--- src/rtl/rc_filter_scheduler.sv ---
`default_nettype none
// =============================================================================
// Module   : rc_filter_scheduler
// Brief    : Time-multiplexed first-order RC (high/low-pass) filter for NUM_CH
//            channels sharing one multiplier. Optional build macro:
//            RC_FILTER_SCHEDULER_DITHER_EN (LFSR dither on high-pass last_in).
// Revision : 1.0 - initial release
// =============================================================================
module rc_filter_scheduler #(
  parameter int          NUM_CH        = 4,
  parameter logic [15:0] ALPHA_DEFAULT = 16'hF000,
  localparam int         CHW           = (NUM_CH > 2) ? $clog2(NUM_CH) : 1
) (
  input  logic                 clk,
  input  logic                 reset,
  input  logic                 audio_clk_en,
  input  logic [NUM_CH*16-1:0] in_data,
  output logic [NUM_CH*16-1:0] out_data,
  input  logic                 cfg_we,
  input  logic [CHW-1:0]       cfg_ch,
  input  logic [15:0]          cfg_alpha,
  input  logic                 cfg_mode,
  output logic                 busy,
  output logic                 done,
  output logic                 overrun
);

  localparam logic [1:0]     ST_IDLE = 2'd0;
  localparam logic [1:0]     ST_MUL  = 2'd1;
  localparam logic [1:0]     ST_WB   = 2'd2;
  localparam logic [CHW-1:0] LAST_CH = CHW'(NUM_CH - 1);

  logic [1:0]          state_q, state_d;
  logic [CHW-1:0]      ch_q, ch_d;

  logic signed [15:0]  out_q       [NUM_CH];
  logic signed [15:0]  out_d       [NUM_CH];
  logic signed [15:0]  last_in_q   [NUM_CH];
  logic signed [15:0]  last_in_d   [NUM_CH];
  logic signed [15:0]  snap_q      [NUM_CH];
  logic signed [15:0]  snap_d      [NUM_CH];
  logic [15:0]         alpha_act_q [NUM_CH];
  logic [15:0]         alpha_act_d [NUM_CH];
  logic [15:0]         alpha_sh_q  [NUM_CH];
  logic [15:0]         alpha_sh_d  [NUM_CH];
  logic [NUM_CH-1:0]   mode_act_q, mode_act_d;
  logic [NUM_CH-1:0]   mode_sh_q, mode_sh_d;
  logic signed [34:0]  prod_q, prod_d;
  logic                done_q, done_d;
  logic                overrun_q, overrun_d;

  logic signed [16:0]  alpha_s;
  logic signed [17:0]  dif;
  logic signed [19:0]  y;
  logic signed [15:0]  y_sat;
  logic signed [15:0]  dith;

`ifdef RC_FILTER_SCHEDULER_DITHER_EN
  logic [7:0]          lfsr_q, lfsr_d;
`endif

  always_ff @(posedge clk) begin
    if (reset) begin
      state_q <= ST_IDLE;
      ch_q    <= '0;
    end else begin
      state_q <= state_d;
      ch_q    <= ch_d;
    end
  end

  always_comb begin
    state_d = state_q;
    ch_d    = ch_q;
    case (state_q)
      ST_IDLE: begin
        if (audio_clk_en) begin
          state_d = ST_MUL;
          ch_d    = '0;
        end
      end
      ST_MUL: state_d = ST_WB;
      ST_WB: begin
        if (ch_q == LAST_CH) begin
          state_d = ST_IDLE;
        end else begin
          ch_d    = ch_q + CHW'(1);
          state_d = ST_MUL;
        end
      end
      default: state_d = ST_IDLE;
    endcase
  end

  always_comb begin
    busy    = (state_q != ST_IDLE);
    done    = done_q;
    overrun = overrun_q;
  end

  always_comb begin
    out_d       = out_q;
    last_in_d   = last_in_q;
    snap_d      = snap_q;
    alpha_act_d = alpha_act_q;
    alpha_sh_d  = alpha_sh_q;
    mode_act_d  = mode_act_q;
    mode_sh_d   = mode_sh_q;
    prod_d      = prod_q;
    done_d      = 1'b0;
    overrun_d   = overrun_q;
    alpha_s     = '0;
    dif         = '0;
    y           = '0;
    y_sat       = '0;
`ifdef RC_FILTER_SCHEDULER_DITHER_EN
    lfsr_d      = lfsr_q;
    dith        = $signed({14'd0, lfsr_q[7:6]}) - 16'sd2;
`else
    dith        = '0;
`endif

    // Shadow write lands after the active copy below, so a write coincident
    // with the strobe only affects the following frame.
    if (cfg_we && (32'(cfg_ch) < NUM_CH)) begin
      alpha_sh_d[cfg_ch] = cfg_alpha;
      mode_sh_d[cfg_ch]  = cfg_mode;
    end

    if (audio_clk_en && (state_q != ST_IDLE)) begin
      overrun_d = 1'b1;
    end

    case (state_q)
      ST_IDLE: begin
        if (audio_clk_en) begin
          for (int k = 0; k < NUM_CH; k++) begin
            snap_d[k] = in_data[16*k +: 16];
          end
          alpha_act_d = alpha_sh_q;
          mode_act_d  = mode_sh_q;
`ifdef RC_FILTER_SCHEDULER_DITHER_EN
          lfsr_d = {lfsr_q[6:0], lfsr_q[7] ^ lfsr_q[5] ^ lfsr_q[4] ^ lfsr_q[3]};
`endif
        end
      end
      ST_MUL: begin
        alpha_s = $signed({1'b0, alpha_act_q[ch_q]});
        if (mode_act_q[ch_q]) begin
          dif = 18'(snap_q[ch_q]) - 18'(out_q[ch_q]);
        end else begin
          dif = 18'(out_q[ch_q]) + 18'(snap_q[ch_q]) - 18'(last_in_q[ch_q]);
        end
        prod_d = 35'(alpha_s) * 35'(dif);
      end
      ST_WB: begin
        y = 20'(prod_q >>> 16);
        if (mode_act_q[ch_q]) begin
          y = y + 20'(out_q[ch_q]);
        end
        if (y > 20'sd32767) begin
          y_sat = 16'sh7FFF;
        end else if (y < -20'sd32768) begin
          y_sat = 16'sh8000;
        end else begin
          y_sat = y[15:0];
        end
        out_d[ch_q] = y_sat;
        if (mode_act_q[ch_q]) begin
          last_in_d[ch_q] = snap_q[ch_q];
        end else begin
          last_in_d[ch_q] = snap_q[ch_q] + dith;
        end
        done_d = (ch_q == LAST_CH);
      end
      default: ;
    endcase
  end

  always_ff @(posedge clk) begin
    if (reset) begin
      for (int k = 0; k < NUM_CH; k++) begin
        out_q[k]       <= '0;
        last_in_q[k]   <= '0;
        snap_q[k]      <= '0;
        alpha_act_q[k] <= ALPHA_DEFAULT;
        alpha_sh_q[k]  <= ALPHA_DEFAULT;
      end
      mode_act_q <= '0;
      mode_sh_q  <= '0;
      prod_q     <= '0;
      done_q     <= 1'b0;
      overrun_q  <= 1'b0;
    end else begin
      out_q       <= out_d;
      last_in_q   <= last_in_d;
      snap_q      <= snap_d;
      alpha_act_q <= alpha_act_d;
      alpha_sh_q  <= alpha_sh_d;
      mode_act_q  <= mode_act_d;
      mode_sh_q   <= mode_sh_d;
      prod_q      <= prod_d;
      done_q      <= done_d;
      overrun_q   <= overrun_d;
    end
  end

`ifdef RC_FILTER_SCHEDULER_DITHER_EN
  always_ff @(posedge clk) begin
    if (reset) begin
      lfsr_q <= 8'h01;
    end else begin
      lfsr_q <= lfsr_d;
    end
  end
`endif

  for (genvar k = 0; k < NUM_CH; k++) begin : g_pack
    assign out_data[16*k +: 16] = out_q[k];
  end

endmodule
`default_nettype wire

--- config.mk ---
export PLATFORM = sky130hd
export DESIGN_NAME = rc_filter_scheduler
export DESIGN_NICKNAME = d
export VERILOG_FILES = /design/src/rtl/rc_filter_scheduler.sv
export SDC_FILE = /design/constraint.sdc
export NUM_CORES = 2
export LEC_CHECK = 0
export ABC_AREA = 1
export ABC_CLOCK_PERIOD_IN_PS = 20900
export CAP_MARGIN = 10
export CELL_PAD_IN_SITES_DETAIL_PLACEMENT = 0
export CELL_PAD_IN_SITES_GLOBAL_PLACEMENT = 1
export CORE_ASPECT_RATIO = 1.2
export CORE_UTILIZATION = 38
export DETAILED_ROUTE_END_ITERATION = 8
export PLACE_DENSITY = 0.75
export SETUP_SLACK_MARGIN = 0.1
export SYNTH_ARGS = -nofsm -noshare
export SYNTH_HDL_FRONTEND = slang
export SYNTH_SLANG_ARGS = --single-unit
--- constraint.sdc ---
create_clock -name clk -period 20.9 [get_ports clk]
set_clock_uncertainty 0.2 [all_clocks]
set_input_delay 5.225 -clock clk [delete_from_list [all_inputs] [get_ports clk]]
set_output_delay 5.225 -clock clk [all_outputs]
set_load 0.05 [all_outputs]
==> flow_summary.yaml <==
clock_network:
  postCtsSetupBuffers: 0
  clk_pin_slew_ps: 60
  cts_max_level: 2
  hold_buffers: 0
  cts_made_buffers: 36
  clock_latency_ps: 560
  cts_root_buf: "clkbuf_16"
  cts_tree: "yes"
  clock_path_buffers: 3
  cts_resized: 0
  numClockSinks: 353
worst_hold_path:
  hold_start: "alpha_sh_q[1]"
  hold_class: "register to register"
  hold_end: "alpha_act_q[1]"
  holdPathStages: 2
logic_synthesis:
  yosysUniqueCellTypes: 53
  netlist.area_leader.share_pct: 24.3
  synth_warnings: 0
  ys.flop_type: "dfxtp_1"
  synth_top_family_by_area: "adder cells"
  syn_area_um2: 29000
  synth_nets: 4457
  synth_enable_flop_cells: 0
  synth.largest_area_cell: "dfxtp_1"
  syn-instance-count: 3922
  async_flop_share_pct: 0
  syn_area_per_cell_um2: 7.41
  ys_top_cells_by_area: "dfxtp_1, fa_1, inv_1"
  netlist_top_cells_count: "inv_1, nand2_1, nor2_1, o21ai_0, dfxtp_1"
  yosys.area_share.simple_pct: 20.1
  synth-seq-cells: 353
  synthAdderAreaFrac_pct: 27.1
  yosysMostFrequentCell: "inv_1"
  synthXorXnorAreaFrac_pct: 1.36
  seq_area_frac_synth_pct: 24.3
  muxShareOfSynthArea_pct: 0
  synth-compound-area-share_pct: 15.6
routing:
  drt_iter0_drc: 1851
  drcViolationCount: 0
  viasPerCell: 5.17
  drt_wl_total_um: 96800
  dr.pass1.iters: 8
  ant_nets: 0
  wl_per_cell_um: 19.4
  via_count: 25900
floorplanning:
  dieArea_um2: 77500
  die_w_um: 254
  ios: 154
  start_util_pct: 38.6
  die_h_um: 305
  num_rows: 110
  core_area_um2: 75300
sta:
  slew_violations: 0
  period_needed_ps: 11350
  setup_viol: 0
  tns_ps: 0
  period_share_pct: 54.3
  max_freq_mhz: 88.1
  tightest_slew_ps: 1080
  slew_headroom_pct: 27.5
  rsz0062_at_grt: "false"
  hold_violations: 0
layout:
  nFillCells: 7902
  syn2layout_area_growth_pct: 12.2
  multi_input_area_um2: 18700
  nets: 4501
  layout-drive-gt1-share_pct: 4.96
  regArea_um2: 7070
  diodes: 0
setup_path:
  r2r_cells: 41
  max_stage_delay_ps: 870
  worstSetupEndpointType: "register"
  cp_common_cell: "nand2_1"
  worstPathMaxFanout: 79
  worstPathRequired_ps: 21140
  reg2reg_to: "prod_q[34]"
  arrival_ps: 11580
  worst-setup-path-type: "register to register"
  slowest_stage: "fa_1"
  ff2ff_setup_slack_ps: 9550
  critPathLaunchType: "register"
  r2r-start: "ch_q[0]"
global_routing:
  grt_usage_pct: 25.4
  antenna_found_initial: 1
  grt_pass1_vias: 25900
  grt_max_degree: 145
  grt_remaining_overflow: 0
  grt_pass1_wl_um: 151000
place:
  dp_hpwl_um: 74000
  place.gp.congestion: 0.955
  port_buffers: 153
flow_run:
  drv_cap: 0
status:
  outcome: "finished, final reports clean"
-- through the flow --
step / hold WS, ps / instances / area (um2) / setup WS [ps] / utilization, %
2_1_floorplan: 229 / 3922 / 29000 / 11870 / -
3_5_place_dp: 240 / 4936 / 31400 / 9610 / 41.7
3_3_place_gp: 239 / 4936 / 31400 / 9720 / 41.7
4_1_cts: 256 / 4999 / 32600 / 9580 / 43.3
6_report: 254 / 4999 / 32600 / 9550 / 43.3
5_1_grt: 273 / 4999 / 32600 / 8560 / 43.3
-- cells in the final DEF, fill, tap and decap left out, drive strengths merged, types with 4 or more instances in the layout --
| master | Yosys | routed |
|---|---|---|
| inv | 662 | 664 |
| nand2 | 588 | 588 |
| nor2 | 534 | 534 |
| o21ai | 367 | 367 |
| dfxtp | 353 | 353 |
| fa | 303 | 303 |
| a21oi | 294 | 294 |
| nand3 | 202 | 202 |
| clkdlybuf4s50 | 0 | 153 |
| ha | 145 | 145 |
| clkbuf | 136 | 55 |
| buf | 55 | 44 |
| a32oi | 43 | 43 |
| or2 | 41 | 41 |
| o21a | 40 | 40 |
| xor2 | 24 | 24 |
| xnor2 | 21 | 21 |
| o22ai | 17 | 17 |
| nor3 | 17 | 17 |
| nand4 | 13 | 13 |
| clkinv | 9 | 13 |
| a21o | 12 | 12 |
| a31oi | 7 | 7 |
| o211ai | 6 | 6 |
| o21bai | 5 | 5 |
| nor4 | 5 | 5 |
| a221oi | 4 | 4 |
-- worst max-delay path, delay by kind of cell (launching register included) --
| kind | cells | cell delay, ps |
|---|---|---|
| AOI/OAI and AO/OA | 6 | 1840 |
| xor gates and xnor gates | 1 | 190 |
| adders and majority gates | 8 | 4230 |
| buffers and inverters | 10 | 1990 |
| DFF | 1 | 500 |
| and+or+nand+nor | 16 | 2200 |
-- per-layer routing --
layer / share of wire (%) / wire, um / up-vias / GRT usage (%)
met4: 3.5 / 3410 / 0 / 8.94
met3: 4.7 / 4540 / 170 / 2.78
met1: 42 / 40300 / 12600 / 31.6
met2: 50 / 48600 / 666 / 44.8
met5: 0 / 0 / - / 0
li1: - / - / 12400 / -
-- flip-flops by register name, indices dropped and copies added, names as in the netlist, 2 cells and up --
| name | flops |
|---|---|
| alpha_act_q | 64 |
| alpha_sh_q | 64 |
| ch_q | 2 |
| last_in_q | 64 |
| mode_act_q | 4 |
| mode_sh_q | 4 |
| out_data | 64 |
| prod_q | 19 |
| snap_q | 64 |
| state_q | 2 |
-- how the worst max path moves through the flow --
stage | startpoint | end | cells past startpoint
after floorplan | ch_q[0] | prod_q[34] | 45
after global placement | ch_q[0] | prod_q[34] | 41
after detailed placement | ch_q[0] | prod_q[34] | 41
after CTS | ch_q[0] | prod_q[34] | 41
after global routing | ch_q[0] | prod_q[34] | 43
final | ch_q[0] | prod_q[34] | 41
-- kinds of logic (layout without fill, tap and decap cells) --
group | after synthesis | count (layout)
buffers and inverters | 862 | 931
AOI/OAI and AO/OA | 810 | 810
adders and majority gates | 448 | 448
and+or+nand+nor | 1404 | 1404
xor gates and xnor gates | 45 | 45
DFF | 353 | 353
-- layout make-up --
class                   count  area share, %
inverters                 671           7.78
repair buffers            197           5.72
multi-input cells        2707           57.3
clock inverters             8          0.369
flip-flops and latches    353           21.7
clock buffers              55           3.23
well taps                1008           3.87
Power is not shown: default switching activity piles up to over one toggle a cycle in this logic, so the estimate is an artifact.
